<file path="src/rtl/header_stripper_if.sv">
// Valid/ready/sop/eop/empty stream bundle used on both sides of header_stripper.
interface header_stripper_if #(
    parameter int DATA_WIDTH = 128
);
    localparam int EMPTY_W = (DATA_WIDTH > 8) ? $clog2(DATA_WIDTH / 8) : 1;

    logic [DATA_WIDTH-1:0] data;
    logic                  valid;
    logic                  ready;
    logic                  sop;
    logic                  eop;
    logic [EMPTY_W-1:0]    empty;

    modport master (output data, valid, sop, eop, empty, input ready);
    modport slave  (input data, valid, sop, eop, empty, output ready);
endinterface

</file>
<file path="src/rtl/header_stripper.sv">
// Strips a fixed HEADER_SIZE-bit header off each packet, latches it, forwards the payload.
// Optional HEADER_STRIPPER_CHECK_EN: compare against expected_header and drop mismatching packets.
module header_stripper #(
    parameter int DATA_WIDTH  = 128,
    parameter int HEADER_SIZE = 256
) (
    input  logic                   clk,
    input  logic                   rst_n,
    header_stripper_if.slave       data_in,
    header_stripper_if.master      data_out,
    output logic [HEADER_SIZE-1:0] header_out,
    output logic                   header_valid,
    output logic                   runt_err
`ifdef HEADER_STRIPPER_CHECK_EN
    ,
    input  logic [HEADER_SIZE-1:0] expected_header,
    output logic                   mismatch_err
`endif
);
    localparam int N    = HEADER_SIZE / DATA_WIDTH;
    localparam int CW   = (N > 1) ? $clog2(N) : 1;
    localparam logic [CW-1:0] LAST = CW'(N - 1);

`ifdef HEADER_STRIPPER_CHECK_EN
    typedef enum logic [1:0] {HDR_ST, DATA_ST, DROP_ST} state_t;
`else
    typedef enum logic [1:0] {HDR_ST, DATA_ST} state_t;
`endif

    state_t                 state, state_nxt;
    logic [CW-1:0]          hdr_cntr, hdr_cntr_nxt, slot;
    logic                   first_data, first_data_nxt;
    logic [HEADER_SIZE-1:0] shadow, assembled;
    logic                   hdr_wr, hdr_load, hv_nxt, runt_nxt, hdr_ok;
`ifdef HEADER_STRIPPER_CHECK_EN
    logic                   mm_nxt;
`endif

    // sop always restarts capture at slot 0, even mid-header
    assign slot = data_in.sop ? '0 : hdr_cntr;

    always_comb begin
        assembled                  = shadow;
        assembled[DATA_WIDTH-1:0]  = data_in.data;
    end

`ifdef HEADER_STRIPPER_CHECK_EN
    assign hdr_ok = (assembled == expected_header);
`else
    assign hdr_ok = 1'b1;
`endif

    always_comb begin
        data_in.ready  = 1'b0;
        data_out.valid = 1'b0;
        data_out.data  = data_in.data;
        data_out.sop   = 1'b0;
        data_out.eop   = 1'b0;
        data_out.empty = '0;
        state_nxt      = state;
        hdr_cntr_nxt   = hdr_cntr;
        first_data_nxt = first_data;
        hdr_wr         = 1'b0;
        hdr_load       = 1'b0;
        hv_nxt         = 1'b0;
        runt_nxt       = 1'b0;
`ifdef HEADER_STRIPPER_CHECK_EN
        mm_nxt         = 1'b0;
`endif
        case (state)
            HDR_ST: begin
                data_in.ready = 1'b1;
                // beats with hdr_cntr==0 and no sop are strays (e.g. tail after reset)
                if (data_in.valid && (data_in.sop || hdr_cntr != '0)) begin
                    hdr_wr = 1'b1;
                    if (slot == LAST) begin
                        hdr_load     = 1'b1;
                        hdr_cntr_nxt = '0;
                        if (hdr_ok) begin
                            hv_nxt = 1'b1;
                            if (!data_in.eop) state_nxt = DATA_ST;
                        end
`ifdef HEADER_STRIPPER_CHECK_EN
                        else begin
                            mm_nxt = 1'b1;
                            if (!data_in.eop) state_nxt = DROP_ST;
                        end
`endif
                    end else if (data_in.eop) begin
                        runt_nxt     = 1'b1;
                        hdr_cntr_nxt = '0;
                    end else begin
                        hdr_cntr_nxt = slot + 1'b1;
                    end
                end
            end
            DATA_ST: begin
                data_in.ready  = data_out.ready;
                data_out.valid = data_in.valid;
                data_out.sop   = first_data;
                data_out.eop   = data_in.eop;
                data_out.empty = data_in.eop ? data_in.empty : '0;
                if (data_in.valid && data_out.ready) begin
                    first_data_nxt = 1'b0;
                    if (data_in.eop) begin
                        state_nxt      = HDR_ST;
                        first_data_nxt = 1'b1;
                    end
                end
            end
`ifdef HEADER_STRIPPER_CHECK_EN
            DROP_ST: begin
                data_in.ready = 1'b1;
                if (data_in.valid && data_in.eop) state_nxt = HDR_ST;
            end
`endif
            default: state_nxt = HDR_ST;
        endcase
    end

    always_ff @(posedge clk or negedge rst_n) begin
        if (!rst_n) begin
            state        <= HDR_ST;
            hdr_cntr     <= '0;
            first_data   <= 1'b1;
            shadow       <= '0;
            header_out   <= '0;
            header_valid <= 1'b0;
            runt_err     <= 1'b0;
        end else begin
            state        <= state_nxt;
            hdr_cntr     <= hdr_cntr_nxt;
            first_data   <= first_data_nxt;
            header_valid <= hv_nxt;
            runt_err     <= runt_nxt;
            if (hdr_load) header_out <= assembled;
            for (int k = 0; k < N; k++) begin
                if (hdr_wr && slot == CW'(k))
                    shadow[HEADER_SIZE-1-DATA_WIDTH*k -: DATA_WIDTH] <= data_in.data;
            end
        end
    end

`ifdef HEADER_STRIPPER_CHECK_EN
    always_ff @(posedge clk or negedge rst_n) begin
        if (!rst_n) mismatch_err <= 1'b0;
        else        mismatch_err <= mm_nxt;
    end
`endif
endmodule
</file>
<file path="src/flat_wrapper.sv">
// flat-port wrapper written by rule: the top's interface ports become plain ports
module header_stripper_flat 
#(
    parameter int DATA_WIDTH  = 128,
    parameter int HEADER_SIZE = 256
)
  (clk, rst_n, header_out, header_valid, runt_err, data_in_data, data_in_valid, data_in_sop, data_in_eop, data_in_empty, data_in_ready, data_out_data, data_out_valid, data_out_sop, data_out_eop, data_out_empty, data_out_ready);
  header_stripper_if #(.DATA_WIDTH(DATA_WIDTH)) data_in_i ();
  header_stripper_if #(.DATA_WIDTH(DATA_WIDTH)) data_out_i ();
  input  logic clk;
  input  logic rst_n;
  output logic [HEADER_SIZE-1:0] header_out;
  output logic header_valid;
  output logic runt_err;
  input wire logic [$bits(data_in_i.data)-1:0] data_in_data;
  input wire logic [$bits(data_in_i.valid)-1:0] data_in_valid;
  input wire logic [$bits(data_in_i.sop)-1:0] data_in_sop;
  input wire logic [$bits(data_in_i.eop)-1:0] data_in_eop;
  input wire logic [$bits(data_in_i.empty)-1:0] data_in_empty;
  output wire logic [$bits(data_in_i.ready)-1:0] data_in_ready;
  output wire logic [$bits(data_out_i.data)-1:0] data_out_data;
  output wire logic [$bits(data_out_i.valid)-1:0] data_out_valid;
  output wire logic [$bits(data_out_i.sop)-1:0] data_out_sop;
  output wire logic [$bits(data_out_i.eop)-1:0] data_out_eop;
  output wire logic [$bits(data_out_i.empty)-1:0] data_out_empty;
  input wire logic [$bits(data_out_i.ready)-1:0] data_out_ready;
  assign data_in_i.data = data_in_data;
  assign data_in_i.valid = data_in_valid;
  assign data_in_i.sop = data_in_sop;
  assign data_in_i.eop = data_in_eop;
  assign data_in_i.empty = data_in_empty;
  assign data_in_ready = data_in_i.ready;
  assign data_out_data = data_out_i.data;
  assign data_out_valid = data_out_i.valid;
  assign data_out_sop = data_out_i.sop;
  assign data_out_eop = data_out_i.eop;
  assign data_out_empty = data_out_i.empty;
  assign data_out_i.ready = data_out_ready;
  header_stripper #(.DATA_WIDTH(DATA_WIDTH), .HEADER_SIZE(HEADER_SIZE)) u_core (.clk(clk), .rst_n(rst_n), .data_in(data_in_i), .data_out(data_out_i), .header_out(header_out), .header_valid(header_valid), .runt_err(runt_err));
endmodule
</file>
<file path="config.mk">
export PLATFORM = sky130hd
export DESIGN_NAME = header_stripper_flat
export DESIGN_NICKNAME = d
export VERILOG_FILES = /design/src/rtl/header_stripper_if.sv /design/src/rtl/header_stripper.sv /design/src/flat_wrapper.sv
export SDC_FILE = /design/constraint.sdc
export NUM_CORES = 1
export LEC_CHECK = 0
export ABC_AREA = 1
export CORE_AREA = 2 2 210 212
export CTS_CLUSTER_DIAMETER = 150
export CTS_CLUSTER_SIZE = 14
export DETAILED_ROUTE_END_ITERATION = 10
export DIE_AREA = 0 0 212 214
export PLACE_DENSITY = 0.63
export SYNTH_ARGS = -nofsm -noshare
export SYNTH_HDL_FRONTEND = slang
export SYNTH_SLANG_ARGS = --single-unit
</file>
<file path="constraint.sdc">
create_clock -name clk -period 3.2 [get_ports clk]
set_input_delay 0.48 -clock clk [delete_from_list [all_inputs] [get_ports clk]]
set_output_delay 0.48 -clock clk [all_outputs]
set_load 0.01 [all_outputs]
</file>
==> summary.txt <==
Final layout
  – Nets: 2172
  – # fillers: 3945
  – Area growth, synth to finish: 37.1%
  – Layout cells sized above 1: between 3 and 4%
  – Antenna cells: 0

STA
  – Period utilization: 77.2%
  – Max-slew headroom: between 30% and 40%
  – Pins over their slew limit: 0
  – Worst setup margin: 729 ps
  – Hold Vio Cnt, Final: 0
  – Skew final: 11.4 ps
  – Hold WS: between 400 and 500 ps
  – Minimum clock period: 2470 ps
  – Setup total negative slack: 0 ps
  – Unrepaired setup endpoints after global routing: false
  – Slew @ Worst Pin: 953 ps
  – Fmax: roughly 400 MHz
  – Setup-failing EPs final: 0

Yosys
  – Post-synth top area share: 62.6%
  – Synthesis Warnings: 0
  – Netlist cell types: 19
  – Mean Syn Cell Area: 9.35 um^2
  – Top post-synthesis cells by area: dfrtp_1, nand2_1, buf_4, o21ai_0, o21ai_1
  – Main synth FF type: dfrtp_1
  – Ys async rst share: 100%
  – Seq cells post-synth: 389
  – Post-synth design cell area: between 15000 and 20000 um^2
  – Most instantiated cells after synthesis: nand2_1, dfrtp_1, o21ai_0
  – Post-synthesis cell count: 1659
  – Sequential share of the synthesized area: 62.8%
  – Post-synth top area cell: dfrtp_1
  – Most frequent cell after synthesis: nand2_1
  – Post-synth EDFFs: 0
  – Syn_nets: 1797

Detailed routing
  – Wire per inst: between 15 and 20 um
  – DRT iter0 DRCs: ~700
  – DRC viols: 0
  – Routed wire length: 41.6 mm
  – DR vias: 11.7k
  – Remaining antenna violation count after routing: 0
  – Pre-antenna DRT Iters: 5
  – Drt via density: 4.44

GRT
  – Grt met2 use: roughly a third
  – Largest net degree at the start of global routing: 189
  – Met1 Use GR: 23.0%
  – GRT Residual Overflow: 0
  – Vias in the first global route: about 12k
  – First-pass GRT wire length: about 66 mm
  – Overall Global Routing Usage: between 15 and 20%
  – Initial antenna violation count: 0
  – Grt met3 use: under 10%
  – Global route hottest layer: met2

Pwr
  – NetSw: approximately 6.4 mW
  – PD cells: about 910 nW/um^2
  – Internal: 12.9 mW
  – Flop pwr share: 44.1%
  – Leak: between 10 and 15 nW
  – Clock share of power: 17.7%
  – Logic pwr share: 38.2%
  – Switching Share: 33.0%
  – Peak supply drop: 0.531 mV

Floorplan
  – I/O pins: 532
  – Initial core utilization: 36.2%
  – Die height: 214 um
  – Core area: 42900 um^2
  – Chip width: 212 um
  – Std-Cell Rows: 76
  – DIE AREA: between 40000 and 50000 um^2

Worst setup path
  – Largest stage delay, worst path: 550 ps
  – Critical path, cell by cell: nand2_1 > nor2_1 > clkdlybuf4s50_1
  – Startpoint types: register
  – Critical Path Start: u_core.state[0]$_DFFE_PN0P_
  – Reg2reg setup slack: approximately 1100 ps
  – Crit path capture type: output port
  – Worst Path Class, Setup: register to output port
  – Worst Path Max Fanout: 7
  – CP Data Arrival Time: 1990 ps
  – CP max-delay cell: clkdlybuf4s50_1
  – Reg-to-Reg Start: u_core.state[0]$_DFFE_PN0P_
  – Crit path required time: approximately 2700 ps

Clock network
  – Clk sinks: 389
  – CTS tree: yes
  – CTS H-tree lvls: 1
  – Clk buf depth: 3
  – Worst-path clk slew: 70 ps
  – # resized after CTS: 0
  – Post-CTS setup buffers: 0
  – Total CTS buffers: 31
  – Clk root buf: clkbuf_16
  – Hold bufs inserted after CTS: 1
  – Clock latency on the worst-skew pair: 570 ps

Hold path
  – Hold Crit Class: register to register
  – Hold_sp: u_core.shadow[183]$_DFFE_PN0P_

Place
  – IO buf count: 531
  – Final Wtd Congestion: between 0.8 and 0.9
  – Post-DP HPWL: 29.7 mm
  – Pre-CTS setup slack: between 600 and 700 ps

Flow run
  – Max-cap violations: 0

Status
  – Outcome: finished clean
-- worst paths after layout --
path                       depth (start not counted)                                  to
min in group asynchronous                          2  u_core.header_out[125]$_DFFE_PN0P_
setup / recovery                                   3                   data_out_empty[0]
hold / removal                                     2  u_core.header_out[183]$_DFFE_PN0P_
hold reg to reg                                    2  u_core.header_out[183]$_DFFE_PN0P_
setup reg to reg                                   5   u_core.header_out[24]$_DFFE_PN0P_
max in group asynchronous                          3      u_core.shadow[192]$_DFFE_PN0P_
-- sequential cells by signal, indices dropped and copies added, names as in the netlist --
signal / flops
u_core.header_out: 256
u_core.shadow: 128
u_core.first_data: 1
u_core.hdr_cntr: 1
u_core.header_valid: 1
u_core.runt_err: 1
u_core.state: 1
-- metal layers --
layer  up-vias  routed length, um
met5         -                  0
met4         0                974
met3        56               2580
met2       345              20600
met1      5549              17400
li1       5723                  -
-- stage by stage --
step	cells	cell area [um^2]	util (%)	power, mW
floorplan	1659	15500	-	11.6
global placement	2585	20400	47.6	15.9
detailed placement	2585	20400	47.6	16.1
CTS	2630	21300	49.6	19.6
global route	2630	21300	49.6	20.7
finish	2630	21300	49.6	19.3
-- power by group through the flow --
stage	logic [mW]	clock network (mW)	registers (mW)
after CTS	7.53	3.56	8.53
final	7.39	3.42	8.53
after detailed placement	7.50	0	8.57
after global placement	7.38	0	8.51
after global routing	8.16	3.73	8.82
after floorplan	2.42	0	9.14
-- layout make-up --
cell class / count / area, um^2 / area share, %
clock buffer: 43 / 821 / 3.86
clock inverter: 1 / 5.00 / 0.0235
sequential: 389 / 9740 / 45.8
timing repair buffer: 555 / 5640 / 26.5
multi-input combinational: 918 / 3810 / 17.9
inverter: 139 / 524 / 2.46
tap: 585 / 732 / 3.44
-- worst max-delay path, delay by kind of cell (launching register included) --
kind | cells | cell delay [ps]
buffers and inverters | 1 | 550
DFF | 1 | 500
and+or+nand+nor | 2 | 370
-- cells in the final DEF (no fill, tap or decap) --
cell type          n
nor2_1             6
nand4_4            1
inv_4              1
dfrtp_1          388
a31oi_1            1
a21oi_1            1
inv_2              2
o21ai_0          157
clkdlybuf4s50_1  530
buf_8              1
clkinv_2           1
buf_12            11
clkbuf_16         31
clkbuf_1          12
inv_1            136
dfstp_2            1
nand2_1          645
buf_4             12
nand3_4            1
nand3_1            2
o21ai_1          102
or2_2              1
dlygate4sd3_1      1
nand4_1            1
-- cells by family after synthesis --
logic type	Yosys count	synth area share, %
compound gates	261	8.43
buf+inv	352	12.7
simple gates	657	16.1
flops	389	62.8
(Power assumes the default switching activity.)
